==> src/rtl/mem_wb_skid_reg.sv <==
// MEM/WB pipeline stage: writeback bundle register with valid/ready handshake,
// one-entry skid buffer, synchronous flush and a saturating stall counter.
module mem_wb_skid_reg #(
    parameter int unsigned DW  = 16,
    parameter int unsigned AW  = 4,
    parameter int unsigned SCW = 8
) (
    input  logic           clk,
    input  logic           rst,
    input  logic           flush,
    input  logic           in_valid,
    output logic           in_ready,
    input  logic           in_reg_wen,
    input  logic [AW-1:0]  in_reg_waddr,
    input  logic [DW-1:0]  in_mem_rdata,
    input  logic [DW-1:0]  in_alu_result,
    input  logic           in_mem_to_reg,
    output logic           out_valid,
    input  logic           out_ready,
    output logic           out_reg_wen,
    output logic [AW-1:0]  out_reg_waddr,
    output logic [DW-1:0]  out_mem_rdata,
    output logic [DW-1:0]  out_alu_result,
    output logic           out_mem_to_reg,
    output logic [DW-1:0]  out_wb_data,
    output logic [SCW-1:0] stall_cnt
);

    typedef struct packed {
        logic          reg_wen;
        logic [AW-1:0] reg_waddr;
        logic [DW-1:0] mem_rdata;
        logic [DW-1:0] alu_result;
        logic          mem_to_reg;
    } bundle_t;

    logic    main_valid;
    logic    skid_valid;
    bundle_t main_q;
    bundle_t skid_q;
    bundle_t in_b;
    logic    in_fire;
    logic    load_main;

    assign in_b = '{reg_wen:    in_reg_wen,
                    reg_waddr:  in_reg_waddr,
                    mem_rdata:  in_mem_rdata,
                    alu_result: in_alu_result,
                    mem_to_reg: in_mem_to_reg};

    // in_ready depends only on held state, so no combinational path from out_ready
    assign in_ready  = !skid_valid;
    assign in_fire   = in_valid && in_ready;
    assign load_main = !main_valid || out_ready;

    always_ff @(posedge clk) begin
        if (rst) begin
            main_valid <= 1'b0;
            skid_valid <= 1'b0;
            main_q     <= '0;
            skid_q     <= '0;
            stall_cnt  <= '0;
        end else begin
            if (flush) begin
                main_valid <= 1'b0;
                skid_valid <= 1'b0;
            end else if (load_main) begin
                if (skid_valid) begin
                    // skid full implies in_ready=0, so no new bundle can arrive here
                    main_q     <= skid_q;
                    main_valid <= 1'b1;
                    skid_valid <= 1'b0;
                end else begin
                    main_valid <= in_fire;
                    if (in_fire) begin
                        main_q <= in_b;
                    end
                end
            end else if (in_fire) begin
                skid_q     <= in_b;
                skid_valid <= 1'b1;
            end

            if (main_valid && !out_ready && (stall_cnt != '1)) begin
                stall_cnt <= stall_cnt + SCW'(1);
            end
        end
    end

    always_comb begin
        out_valid      = main_valid;
        out_reg_wen    = main_q.reg_wen && main_valid;
        out_reg_waddr  = main_q.reg_waddr;
        out_mem_rdata  = main_q.mem_rdata;
        out_alu_result = main_q.alu_result;
        out_mem_to_reg = main_q.mem_to_reg;
        out_wb_data    = main_q.mem_to_reg ? main_q.mem_rdata : main_q.alu_result;
    end

endmodule

==> config.mk <==
export PLATFORM = sky130hd
export DESIGN_NAME = mem_wb_skid_reg
export DESIGN_NICKNAME = d
export VERILOG_FILES = /design/src/rtl/mem_wb_skid_reg.sv
export SDC_FILE = /design/constraint.sdc
export NUM_CORES = 1
export LEC_CHECK = 0
export CAP_MARGIN = 20
export CORE_ASPECT_RATIO = 1.4
export CORE_UTILIZATION = 52
export DETAILED_ROUTE_END_ITERATION = 16
export PLACE_DENSITY = 0.85
export SYNTH_ARGS = -nofsm -noshare
export SYNTH_HDL_FRONTEND = slang
export SYNTH_SLANG_ARGS = --single-unit
export TNS_END_PERCENT = 10
==> constraint.sdc <==
create_clock -name clk -period 3.9 [get_ports clk]
set_clock_uncertainty 0.15 [all_clocks]
set_input_delay 0.78 -clock clk [delete_from_list [all_inputs] [get_ports clk]]
set_output_delay 0.78 -clock clk [all_outputs]
set_load 0.02 [all_outputs]
* After elaboration in Yosys (flattened, before gate mapping)
Index checks and enable logic that the tools add are counted.
** Operators by class
- Bitwise logic cells :: 2
- Muxes and demuxes :: 4
- Reductions and logical operators :: 13
- Eq/ne operators :: 1
- $add $sub $neg :: 1
** Operator list (number)
- 38-bit 2-to-1 mux :: 2
- 16-bit 2-to-1 mux :: 1
- 8-bit by 1-bit adder with 8-bit output (second input constant) :: 1
- 8-bit inequality test (second input constant) :: 1
- 3-bit AND reduction :: 2
- 1-bit logical AND :: 4
- 1-bit logical NOT :: 3
- 3-bit OR reduction :: 1
- 1-bit inverter :: 2
- 2-bit nonzero test :: 1
- 2-bit OR reduction :: 1
- 1-bit logical OR :: 1
- 1-bit 2-to-1 mux :: 1
** Storage, ports and cells
- Logic and storage cells :: 34
- Bits of input ports :: 43
- Output and inout bits :: 64
- Bits in registers :: 86

* Logic depth before layout (Yosys ltp)
Gate-level depths: netlist (run 1).
- Depth after elaboration :: 4
- Gate-level depth with buffers :: 7
- Mapped depth without buffers :: 5

* Worst setup path before layout (run 1)
OpenSTA, ideal clock, no wires.
- Path kind :: reg2out
- Start point :: register main_q, in the netlist out_mem_to_reg
- End point :: output out_wb_data[10]
- Slack :: 1.586 ns
- Arrival time :: 1.384 ns
- Stages on the path, launching flop included :: 4
- Path buffers :: 2
- Required time :: 2.970 ns
- Cells stage by stage :: dfxtp_1 > clkbuf_1 > buf_2 > mux2_2
** On the way
- Cells in the longest elaborated chain, start to end :: 1
** Ends and longest elaborated chain
- from (decl) :: RTL line 39 : bundle_t main_q;
- from (signal assigned) :: RTL line 70 : main_q <= skid_q;
- from (signal assigned) :: RTL line 76 : main_q <= in_b;
- 16-bit 2-to-1 mux :: RTL line 97 : out_wb_data = main_q.mem_to_reg ? main_q.mem_rdata : main_q.alu_result;
- to (decl) :: RTL line 25 : output logic [DW-1:0] out_wb_data,
No other way between the ends.

* Final worst setup path (run 1)
- Start point :: register main_q, in the netlist out_mem_to_reg
- End point :: output out_wb_data[9]
The elaborated chain is that of the path after synthesis.

==> results of run 1 <==
## stage by stage
step	power (mW)	cells	setup slack, ns
floorplan	1.14	446	1.59
global placement	1.25	587	1.08
detailed placement	1.26	587	1.06
CTS	1.87	603	0.712
global route	1.92	603	0.653
finish	1.85	603	0.742
## power by group through the flow
stage | logic (mW) | registers (mW) | clock network (mW)
floorplan | 0.195 | 0.947 | 0
global placement | 0.295 | 0.958 | 0
detailed placement | 0.300 | 0.959 | 0
CTS | 0.301 | 0.938 | 0.631
global route | 0.322 | 0.942 | 0.661
finish | 0.299 | 0.938 | 0.616
## metal layers
layer	part of all wire, %	vias up	global-route usage (%)	wire length, um
met1	41	1549	27.4	3670
met5	0	-	0	0
met2	54	76	41.5	4860
li1	-	1604	-	-
met4	1.9	0	8.86	170
met3	3.6	15	4.59	326
## path summary, 6_finish.rpt
check	from	to	slack (ns)
max	out_mem_to_reg$_SDFFE_PP0P_	out_wb_data[9]	0.74
min reg2reg	skid_q[17]$_SDFFE_PP0P_	skid_q[17]$_SDFFE_PP0P_	0.31
max reg2reg	out_valid$_SDFFE_PP0P_	skid_q[5]$_SDFFE_PP0P_	1.90
min	skid_q[17]$_SDFFE_PP0P_	skid_q[17]$_SDFFE_PP0P_	0.31
## worst reg2reg max path, stage by stage, from the launching register on
cell	delay, ns
dfxtp_1	0.44
and2b_4	0.24
and3_1	0.49
buf_4	0.38
nand2_1	0.10
a21oi_1	0.13
## cell families after synthesis
| family | Yosys count | synth area share (%) |
|---|---|---|
| buffers and inverters | 71 | 11.2 |
| AOI/OAI and AO/OA | 87 | 14.9 |
| muxes | 56 | 14.7 |
| xor gates and xnor gates | 1 | 0.221 |
| DFF | 86 | 43.5 |
| adders and majority gates | 1 | 0.316 |
| and+or+nand+nor | 144 | 15.2 |
## synth_stat cells, drive strengths merged
master and n:
a211oi 39, a21oi 42, a31oi 1, and2 1, and2b 1, and3 1
buf 57, clkbuf 12, dfxtp 86, ha 1, inv 2, mux2 16
mux2i 40, nand2 79, nand2b 1, nand3 4, nand4 2, nor2 45
nor3 4, nor4 1, o21a 1, o21ai 3, o31ai 1, or2 1
or3 3, or4 1, xor2 1
## layout make-up
type / instances / area share, %
Clock buffer: 9 / 2.50
Clock inverter: 7 / 1.49
Inverter: 2 / 0.151
Multi-Input combinational cell: 289 / 36.3
Sequential cell: 86 / 34.7
Tap cell: 97 / 2.45
Timing Repair Buffer: 113 / 22.4
==> impl_metrics.json, run 1 <==
{
  "status": "complete, no violations",
  "cts_sinks": 86,
  "avgSynthCellArea_um2": 8.88,
  "ys_seq_elements": 86,
  "drt_iter0_drc": 159,
  "num_antenna_cells": 0,
  "ios": 107,
  "endpoint_kind": "output port",
  "core_area_um2": 7360,
  "period_share_pct": 81.0,
  "wl_per_cell_um": 15.0,
  "insertion_delay_ns": 0.35,
  "grt_pass1_vias": 3079,
  "final_antenna_net_count": 0,
  "timing.hold.ws_ns": 0.310,
  "cts_tree": "built",
  "min_path_type": "reg -> reg",
  "drive_gt1_share_pct": 11.3,
  "cts-resized-gates": 0,
  "largest_register_ff_count": 38,
  "clock.fmax_ghz": 0.317,
  "worst-path-buf-inv": 1,
  "dp_hpwl_mm": 6.31,
  "overflow": 0,
  "ys_warn_count": 0,
  "grt_start_max_net_pins": 43,
  "drv_slew": 0,
  "clk_pin_slew_ns": 0.08,
  "path_class": "reg -> out",
  "cp_slowest_cell": "dfxtp_1",
  "synthTopCellsByArea": "dfxtp_1 (43%), mux2i_1 (10%), buf_4 (8.0%), nand2_1 (7.5%), a211oi_1 (5.5%)",
  "die-area_um2": 7970,
  "n_fill_cell": 573,
  "hold_viol": 0,
  "arrival_ns": 2.23,
  "cap_violations": 0,
  "swShare_pct": 26.6,
  "cts_root_buf": "clkbuf_8",
  "regMostFlops": "skid_q",
  "setup_viol_count_final": 0,
  "r2r_cells": 5,
  "ys_types": 31,
  "drcViolationCount": 0,
  "p_leak_nw": 1.64,
  "holdPathStages": 2,
  "timing.final.crit_period_ns": 3.16,
  "clkPwrFrac_pct": 33.2,
  "worstMarginPinSlew_ns": 0.875,
  "fp.dieW_um": 75.7,
  "cp.depth": 2,
  "initial_utilization_pct": 53.8,
  "numCtsBuffers": 9,
  "relSlewSlack_pct": 41.6,
  "place_congestion": 0.826,
  "final_design_area_no_fill_um2": 4960,
  "nNetsFinal": 545,
  "track_usage_pct": 23.7,
  "layout_common_cells": "clkdlybuf4s50_1 (105), dfxtp_1 (85), nand2_1 (79)",
  "hold_buffers": 0,
  "critPathLaunchType": "register",
  "synth_nets": 490,
  "post_drt_via_cell_ratio": 5.38,
  "synth_area_um2": 3960,
  "antenna_found_initial": 0,
  "path_cells": "mux2_2, clkdlybuf4s50_1",
  "internal_power_mw": 1.36,
  "pwr-share-seq_pct": 50.6,
  "seq_area_frac_synth_pct": 43.5,
  "num_rows": 37,
  "multiInputGateArea_um2": 1800,
  "synth_top_cell_by_area": "dfxtp_1",
  "grt_pass1_wl_mm": 14.4,
  "area_growth_pct": 25.3,
  "first_pass_iters": 5,
  "seqCellArea_um2": 1720,
  "cts_max_level": 3,
  "yosysTopAreaCellShare_pct": 43.5,
  "path_delay_family": "flip-flops",
  "die_height_um": 105,
  "pwr-share-comb_pct": 16.1,
  "post-cts-setup-buffers": 0,
  "tns_ns": 0,
  "io_buffer_count": 106,
  "clockBufferDepth": 2,
  "switching_power_mw": 0.493,
  "cp_max_fo": 18,
  "place_area_um2": 4760,
  "final_common_cell": "clkdlybuf4s50_1",
  "wirelength_mm": 9.02,
  "syn_inst": 446,
  "cp.required_ns": 2.97,
  "rsz0062_at_grt": "false",
  "utilization_pct": 67.4,
  "max_stage_delay_ns": 0.90,
  "power.density_nw_per_um2": 374,
  "vias": 3244,
  "peakVddDrop_mv": 0.230
}
Power figures use the tool's default switching activity.
==> run 2: changes to the inputs <==
--- a/config.mk
+++ b/config.mk
@@ -7,9 +7,9 @@
 export LEC_CHECK = 0
 export CAP_MARGIN = 20
 export CORE_ASPECT_RATIO = 1.4
-export CORE_UTILIZATION = 52
+export CORE_UTILIZATION = 44
 export DETAILED_ROUTE_END_ITERATION = 16
-export PLACE_DENSITY = 0.85
+export PLACE_DENSITY = 0.77
 export SYNTH_ARGS = -nofsm -noshare
 export SYNTH_HDL_FRONTEND = slang
 export SYNTH_SLANG_ARGS = --single-unit
==> constraint.sdc (replaced) <==
create_clock -name clk -period 2.8 [get_ports clk]
set_clock_uncertainty 0.15 [all_clocks]
set_input_delay 0.56 -clock clk [delete_from_list [all_inputs] [get_ports clk]]
set_output_delay 0.56 -clock clk [all_outputs]
set_load 0.02 [all_outputs]
==> impl_metrics.json, run 2 (synthesized netlist as in run 1, its figures left out) <==
{
  "drt_iter0_drc": 208,
  "worstMarginPinSlew_ns": 0.609,
  "first_pass_iters": 4,
  "insertion_delay_ns": 0.33,
  "rsz0062_at_grt": "false",
  "cp_max_fo": 10,
  "cts_tree": "built",
  "nNetsFinal": 548,
  "power.density_nw_per_um2": 593,
  "peakVddDrop_mv": 0.447,
  "place_congestion": 0.770,
  "tns_ns": 0,
  "final_antenna_net_count": 0,
  "min_path_type": "reg -> reg",
  "timing.final.crit_period_ns": 2.48,
  "clock.fmax_ghz": 0.404,
  "area_growth_pct": 29.8,
  "drcViolationCount": 0,
  "num_antenna_cells": 0,
  "clockBufferDepth": 2,
  "num_rows": 40,
  "io_buffer_count": 106,
  "fin_ws_ns": 0.324,
  "cts_max_level": 3,
  "wl_per_cell_um": 15.0,
  "endpoint_kind": "output port",
  "grt_pass1_vias": 3163,
  "numCtsBuffers": 9,
  "cts_root_buf": "clkbuf_16",
  "grt_pass1_wl_mm": 14.9,
  "hold_viol": 0,
  "ios": 107,
  "fp.dieW_um": 82.2,
  "path_delay_family": "buffers and inverters",
  "cp_slowest_cell": "clkdlybuf4s50_1",
  "drive_gt1_share_pct": 11.4,
  "dp_hpwl_mm": 6.23,
  "dp_slack_ns": 0.488,
  "period_share_pct": 88.4,
  "wirelength_mm": 9.17,
  "critPathLaunchType": "register",
  "die-area_um2": 9390,
  "cts_sinks": 86,
  "status": "complete, no violations",
  "die_height_um": 114,
  "worst-path-buf-inv": 2,
  "setup_viol_count_final": 0,
  "p_leak_nw": 1.71,
  "arrival_ns": 1.77,
  "antenna_found_initial": 0,
  "cp.required_ns": 2.09,
  "post-cts-setup-buffers": 0,
  "overflow": 0,
  "clk_pin_slew_ns": 0.06,
  "core_area_um2": 8660,
  "final_common_cell": "clkdlybuf4s50_1",
  "relSlewSlack_pct": 59.4,
  "vias": 3236,
  "cap_violations": 0,
  "drv_slew": 0,
  "regMostFlops": "skid_q",
  "post_drt_via_cell_ratio": 5.29,
  "largest_register_ff_count": 38,
  "path_class": "reg -> out",
  "hold_buffers": 0,
  "max_stage_delay_ns": 0.55,
  "layout_common_cells": "clkdlybuf4s50_1 (105), dfxtp_1 (85), nand2_1 (79)",
  "grt_start_max_net_pins": 57,
  "initial_utilization_pct": 45.7,
  "track_usage_pct": 20.6,
  "cts-resized-gates": 0,
  "path_cells": "buf_4, mux2_2, clkdlybuf4s50_1"
}
-- run 2: worst paths after layout --
check                         startpoint                             end  slack, ns  cells past startpoint
min reg2reg      skid_q[17]$_SDFFE_PP0P_         skid_q[17]$_SDFFE_PP0P_       0.30                      2
max          out_mem_to_reg$_SDFFE_PP0P_                  out_wb_data[1]       0.32                      3
max reg2reg      skid_valid$_SDFFE_PP0P_  out_alu_result[0]$_SDFFE_PP0P_       0.95                      6
min              skid_q[17]$_SDFFE_PP0P_         skid_q[17]$_SDFFE_PP0P_       0.30                      2
-- run 2: area by class of cell --
class | instances | area, um^2
Clock buffer | 10 | 229
Clock inverter | 4 | 97.6
Fill cell | 749 | 3520
Inverter | 2 | 7.51
Multi-Input combinational cell | 289 | 1810
Sequential cell | 86 | 1720
Tap cell | 105 | 131
Timing Repair Buffer | 116 | 1140
-- run 2: worst min-delay path: stages, from the launching register on --
cell and delay (ns):
dfxtp_1 0.31, nand2_1 0.05, a21oi_1 0.05
-- run 2: power by group --
part	switching (mW)	internal (mW)
Sequential	0.0339	1.27
Clock	0.451	0.862
Combinational	0.211	0.219
-- run 2: metrics by stage --
stage,power (mW),std cells,utilization (%),hold slack [ns],cell area (um^2)
after floorplan,1.59,446,-,0.286,3960
after global placement,1.75,598,55.6,0.291,4810
after detailed placement,1.76,598,55.6,0.296,4810
after CTS,3.07,612,59.3,0.306,5140
after global routing,3.15,612,59.3,0.327,5140
final,3.04,612,59.3,0.304,5140
-- run 2: routing by layer --
metal  share of wire [%]  track usage, %  wire length (um)  up-vias
met5                   0               0                 0        -
met4                 1.5            6.67               134        0
met3                 5.2            5.98               475       11
met2                  51            35.3              4700       87
met1                  42            24.2              3860     1534
li1                    -               -                 -     1604
